$ cat config.mk
export PLATFORM = sky130hd
export DESIGN_NAME = reg_file_32
export DESIGN_NICKNAME = d
export VERILOG_FILES = /design/src/rtl/reg_file_32.sv
export SDC_FILE = /design/constraint.sdc
export NUM_CORES = 2
export LEC_CHECK = 0
export ABC_CLOCK_PERIOD_IN_PS = 2600
export CORE_ASPECT_RATIO = 1.1
export CORE_MARGIN = 2
export CORE_UTILIZATION = 40
export DETAILED_ROUTE_END_ITERATION = 16
export PLACE_DENSITY = 0.65
export SLEW_MARGIN = 20
export SYNTH_ARGS = -nofsm -noshare
export SYNTH_HDL_FRONTEND = slang
export SYNTH_SLANG_ARGS = --single-unit
$ cat constraint.sdc
create_clock -name clk -period 2.6 [get_ports clk]
set_clock_uncertainty 0.05 [all_clocks]
set_input_delay 0.52 -clock clk [delete_from_list [all_inputs] [get_ports clk]]
set_output_delay 0.52 -clock clk [all_outputs]
set_load 0.005 [all_outputs]
$ cat src/rtl/reg_file_32.sv
// reg_file_32: 32 x 32-bit MIPS register file, two combinational read ports, one write port.
// Define REGFILE_BYPASS_EN to forward the pending write data to matching read ports.
module reg_file_32 #(
    parameter int DATA_W = 32
) (
    input  logic              clk,
    input  logic              rst_n,
    input  logic [4:0]        rs_addr,
    input  logic [4:0]        rt_addr,
    output logic [DATA_W-1:0] rs_data,
    output logic [DATA_W-1:0] rt_data,
    input  logic              we,
    input  logic [4:0]        wr_addr,
    input  logic [DATA_W-1:0] wr_data
);

    logic [DATA_W-1:0] regs_q [1:31];
    logic [DATA_W-1:0] regs_d [1:31];
    logic [DATA_W-1:0] rd_view [32];
    logic              wr_valid;
    logic              rs_fwd;
    logic              rt_fwd;

    assign wr_valid = we && (wr_addr != 5'd0);

    always_comb begin
        // NOTE: start from the current state so every path assigns regs_d and no latch is inferred.
        regs_d = regs_q;
        if (wr_valid) begin
            regs_d[wr_addr] = wr_data;
        end
    end

    // NOTE: every register is reset, so reads never return X before the first write.
    always_ff @(posedge clk or negedge rst_n) begin
        if (!rst_n) begin
            for (int i = 1; i < 32; i++) begin
                regs_q[i] <= '0;
            end
        end else begin
            regs_q <= regs_d;
        end
    end

    // Full 32-entry view with $0 tied low, so a 5-bit address indexes it without range gaps.
    always_comb begin
        rd_view[0] = '0;
        for (int i = 1; i < 32; i++) begin
            rd_view[i] = regs_q[i];
        end
    end

`ifdef REGFILE_BYPASS_EN
    assign rs_fwd = rst_n && wr_valid && (rs_addr == wr_addr);
    assign rt_fwd = rst_n && wr_valid && (rt_addr == wr_addr);
`else
    assign rs_fwd = 1'b0;
    assign rt_fwd = 1'b0;
`endif

    always_comb begin
        rs_data = rd_view[rs_addr];
        rt_data = rd_view[rt_addr];
        if (rs_fwd) begin
            rs_data = wr_data;
        end
        if (rt_fwd) begin
            rt_data = wr_data;
        end
        if (rs_addr == 5'd0) begin
            rs_data = '0;
        end
        if (rt_addr == 5'd0) begin
            rt_data = '0;
        end
    end

endmodule
---- Word-level counts from Yosys, hierarchy flattened ----
Cells that the tools add are included.
storage, ports and cells
  register bits ........................... 992
  latch bits .............................. 0
  memory bits (writable) .................. 0
  memory bits (read-only) ................. 0
  input port bits ......................... 50
  output and inout port bits .............. 64
  logic and storage cells ................. 54
  memories ................................ 0
cells by class
  add/sub/neg operators ................... 0
  multipliers ............................. 0
  div/mod/pow operators ................... 0
  magnitude comparators ................... 4
  equal/unequal tests ..................... 0
  shift operators ......................... 0
  mux-type cells .......................... 11
  bitwise gates (word level) .............. 3
  reduce and logical (&&, ||, !) cells .... 5
operators by type and width
  cell                                                        count
  bitwise mux 992 bit                                         1
  binary-select mux 32 bit (select 5 bit)                     2
  two-way mux 32 bit                                          7
  demux 32 bit (select 5 bit)                                 1
  greater-or-equal comparator 6 bit, second input constant    3
  NOT 5 -> 6 bit                                              3
  zero test 5 bit                                             2
  less-than comparator 6 x 1 -> 1 bit, second input constant  1
  nonzero test 5 bit                                          1
  logical AND 1 bit                                           2

---- Longest topological paths before layout ----
  depth after elaboration ................. 6
  gate-level depth with buffers ........... 10
  depth with buffers taken out ............ 5

---- Worst setup path after synthesis ----
No wires, ideal clock.
  kind .................................... input port to output port
  from .................................... in rt_addr[0]
  to ...................................... out rt_data[3]
  arrival time ............................ 2,005 ps
  path slack .............................. 25 ps
  stages .................................. 8
  path buffers ............................ 3
  path through ............................ buf_2 -> buf_2 -> buf_4 -> mux4_2 -> mux2i_1 -> nand2_1 -> o211ai_1 -> o21ai_1
between the ends
  word-level cells in the longest chain between the ends .. 5
  elaborated cells on any way between the ends .. 6
  those cells by class .................... mux: 4; bitwise: 1; reduce/logical: 1
ends and longest elaborated chain
  what                                                    line  source
  start: declaration                                      9     input logic [4:0] rt_addr,
  NOT 5 -> 6 bit (implied by the code)                    63    rt_data = rd_view[rt_addr];
  binary-select mux 32 bit (select 5 bit)                 63
  two-way mux 32 bit (implied by the code) (2 in series)  63
  two-way mux 32 bit *                                    73    if (rt_addr == 5'd0) begin
  end: declaration                                        11    output logic [DATA_W-1:0] rt_data,
Mark *: on every way between the ends. The rest lies on a longest branch, timed or not. The select of a mux whose other input is x is not followed.

---- Final worst setup path ----
  from .................................... reg regs_q (netlist bit rd_view[876])
  to ...................................... out rs_data[12]
between the ends
  word-level cells in the longest chain between the ends .. 4
ends and longest elaborated chain
  what                                                    line  source
  start: declaration                                      17    logic [DATA_W-1:0] regs_q [1:31];
  start signal: assignment                                41    regs_q <= regs_d;
  binary-select mux 32 bit (select 5 bit)                 62    rs_data = rd_view[rs_addr];
  two-way mux 32 bit (implied by the code) (2 in series)  62
  two-way mux 32 bit                                      70    if (rs_addr == 5'd0) begin
  end: declaration                                        10    output logic [DATA_W-1:0] rs_data,
No other way between the ends. The select of a mux whose other input is x is not followed.

==> qor.txt <==
largest net degree at the start of global routing -> 116
Final WS setup -> -0.452 ns
Max clock buf depth -> 3
dpl ws -> -1.04 ns
First DRT Iteration DRCs -> 3649
Seq cells post-synth -> 992
Post-synth top flop -> dfrtp_1
Flop pwr share -> 43.1%
initial core utilization -> 40.3%
syn nets -> 3716
WL final -> 181000 µm
Final Max Slew Viols -> 0
failing checks -> setup timing
relative slew slack -> 48.5%
Post-Route Utilization -> 51.3%
CTS clock-pin slew for the worst setup and hold paths -> 0.06 ns
distinct cell type count after synthesis -> 39
Avg Cell Area, Syn -> 14.6 µm²
# port buffers -> 113
met2 routed WL -> 85600 µm
# fillers -> 10958
Crit Path Max Fanout -> 3
Clock power frac -> 31.9%
area share of the largest cell type after synthesis -> 46.4%
# IOs -> 114
CTS sink cnt -> 992
HPWL Detailed -> 116000 µm
Comb pwr share -> 25.0%
P_sw -> 13.5 mW
status -> complete, but fails checks
EDFF count, synth -> 0
std cell rows -> 140
share of flip-flops with an asynchronous set or reset after synthesis -> 100%
worst hold margin -> 0.227 ns
area grow syn2layout -> 27.1%
initial antenna violation count -> 6
Die Span Y -> 388 µm
leading area contributor after synthesis -> dfrtp_1
final antenna-violating net count -> 0
ranking of synthesized cells by area -> dfrtp_1, mux2_2, mux4_2
Remaining Overflow, GRT -> 0
Sw Share -> 28.0%
# setup viols final -> 64
CP Capture Type -> output pin
Residual DRC -> 0
Pint -> 34.6 mW
die area -> 137000 µm²
fraction of layout cells with a size suffix above 1 -> 58.4%
Mapped Area -> 53500 µm²
power density over the cells -> 706 nW/µm²
worst skew pair latency -> 0.71 ns
H-tree Lvls -> 3
DRT met1 WL -> 77000 µm
synthesized instance count -> 3666
number of flip-flops in the largest register -> 992
Yosys warnings -> 0
Worst EP arrival -> 2.48 ns
P_leak -> 30.1 nW
vias in the first global route -> 38611
pin slew with the least headroom to its limit -> 0.767 ns
routability cong. -> 0.860
area occupied by multi-input gates -> 27900 µm²
worst min path class -> input pin to async pin
total CTS buffers -> 104
Setup CP Type -> flip-flop to output pin
sequential area share after synthesis -> 46.4%
fin nets -> 4317
fin crit period -> 3.05 ns
total global-route track usage -> 26.2%
Die X -> 353 µm
uppermost layer routed -> met5
DR vias -> 37277
Pre-antenna DRT Iters -> 5
first-pass GRT wire length -> 266000 µm
Startpoint Class -> flip-flop
DR vias/cell -> 6.09
DR WL/cell -> 29.6 µm
core area -> 133000 µm²
fmax -> 0.328 GHz
Worst VDD drop -> 0.499 mV
Reg area -> 24800 µm²
clk root buf -> clkbuf_16
DR WL met3 -> 12700 µm
max cap viols -> 0
RSZ-0062 raised after global routing -> yes
Fin. Hold Viols -> 0
Final period util -> 117%
CTS tree -> yes
Worst Path Required -> 2.03 ns
[cells in the final DEF (no fill, tap or decap), types with 39 or more instances in the layout]
master and count:
a221oi_1 42, buf_12 164, buf_2 54, buf_4 525, buf_6 63, clkbuf_16 108, dfrtp_1 992, mux2_1 148
mux2_2 920, mux2i_1 184, mux4_2 401, nand2_1 87, nor2_1 42, nor2b_1 55, o211ai_1 39
[final cells by class]
class	count	share of cell area [%]
Clock inverter	30	0.469
Sequential cell	992	36.5
Tap cell	1775	3.26
Clock buffer	155	4.66
Timing Repair Buffer	889	14.1
Antenna cell	3	0.0110
Multi-Input combinational cell	2280	41.0
[stage by stage]
stage               area (µm²)  cells  power [mW]  setup TNS, ns
floorplan                53500   3666        27.3              0
global placement         62000   5796        31.5         -60.66
detailed placement       62000   5796        31.9         -67.20
CTS                      67300   6087        47.9         -22.89
global route             68000   6121        50.0         -24.36
finish                   68000   6124        48.0         -20.60
[synth_stat cells, types with 3 or more instances]
| cell | n |
|---|---|
| o221ai_1 | 18 |
| and2_1 | 3 |
| mux4_2 | 401 |
| dfrtp_1 | 992 |
| mux2i_1 | 196 |
| a22oi_1 | 16 |
| a311oi_1 | 4 |
| mux2_2 | 943 |
| clkbuf_1 | 171 |
| a21oi_1 | 43 |
| nand2_1 | 101 |
| buf_6 | 14 |
| nor3_1 | 44 |
| mux2_4 | 4 |
| o32a_1 | 18 |
| and3_1 | 5 |
| o21ai_1 | 42 |
| nor2_1 | 56 |
| buf_1 | 64 |
| a31oi_1 | 34 |
| mux2_1 | 150 |
| nor2b_1 | 78 |
| a2111oi_1 | 3 |
| o211ai_1 | 39 |
| buf_2 | 120 |
| nand2b_1 | 5 |
| nand3_1 | 7 |
| a221oi_1 | 57 |
| a221oi_2 | 3 |
| buf_4 | 23 |
[per-layer routing]
metal | vias to the layer above | global-route usage [%]
met2 | 1465 | 41.7
met4 | 4 | 8.84
li1 | 15323 | -
met5 | - | 0
met1 | 20197 | 36.7
met3 | 288 | 3.93
[what timing repair did]
action                                  in CTS  in global routing
cloned                                      11                  3
resized for setup                          454                124
hold endpoints to repair                   159                  0
pin swaps                                   74                 70
endpoints found under the setup margin      64                 64
buffers inserted                            98                 44
hold buffers                                 1                  0
[cell families (layout without fill, tap and decap cells)]
family | after synthesis | count (layout) | share of synthesized area (%)
mux | 1694 | 1694 | 43.7
flops | 992 | 992 | 46.4
buf+inv | 394 | 1074 | 3.43
simple gates | 303 | 303 | 2.69
compound gates | 283 | 283 | 3.82
other cells | 0 | 3 | 0
[worst paths after layout]
kind | endpoint | slack [ns] | cells past startpoint | from
setup / recovery | rs_data[12] | -0.45 | 5 | rd_view[876]
hold / removal | rd_view[53] | 0.23 | 2 | rst_n
min in group clk | rd_view[780] | 0.46 | 1 | rd_view[780]
setup reg to reg | rd_view[774] | 1.49 | 3 | rd_view[774]
max in group asynchronous | rd_view[68] | 1.27 | 4 | rst_n
hold reg to reg | rd_view[780] | 0.46 | 1 | rd_view[780]
[critical path: stages (launching register included)]
cell      delay [ns]
dfrtp_1         0.39
mux4_2          0.45
mux2_4          0.28
a21oi_2         0.12
o211ai_1        0.29
buf_2           0.25
[power groups by stage]
stage | Sequential, mW | Combinational [mW] | Clock, mW
6_report | 20.7 | 12.0 | 15.3
3_5_place_dp | 20.8 | 11.1 | 0
3_3_place_gp | 20.7 | 10.9 | 0
4_1_cts | 20.6 | 11.8 | 15.6
5_1_grt | 21.0 | 12.8 | 16.1
2_1_floorplan | 20.1 | 7.21 | 0
Power figures use the tool's default switching activity.
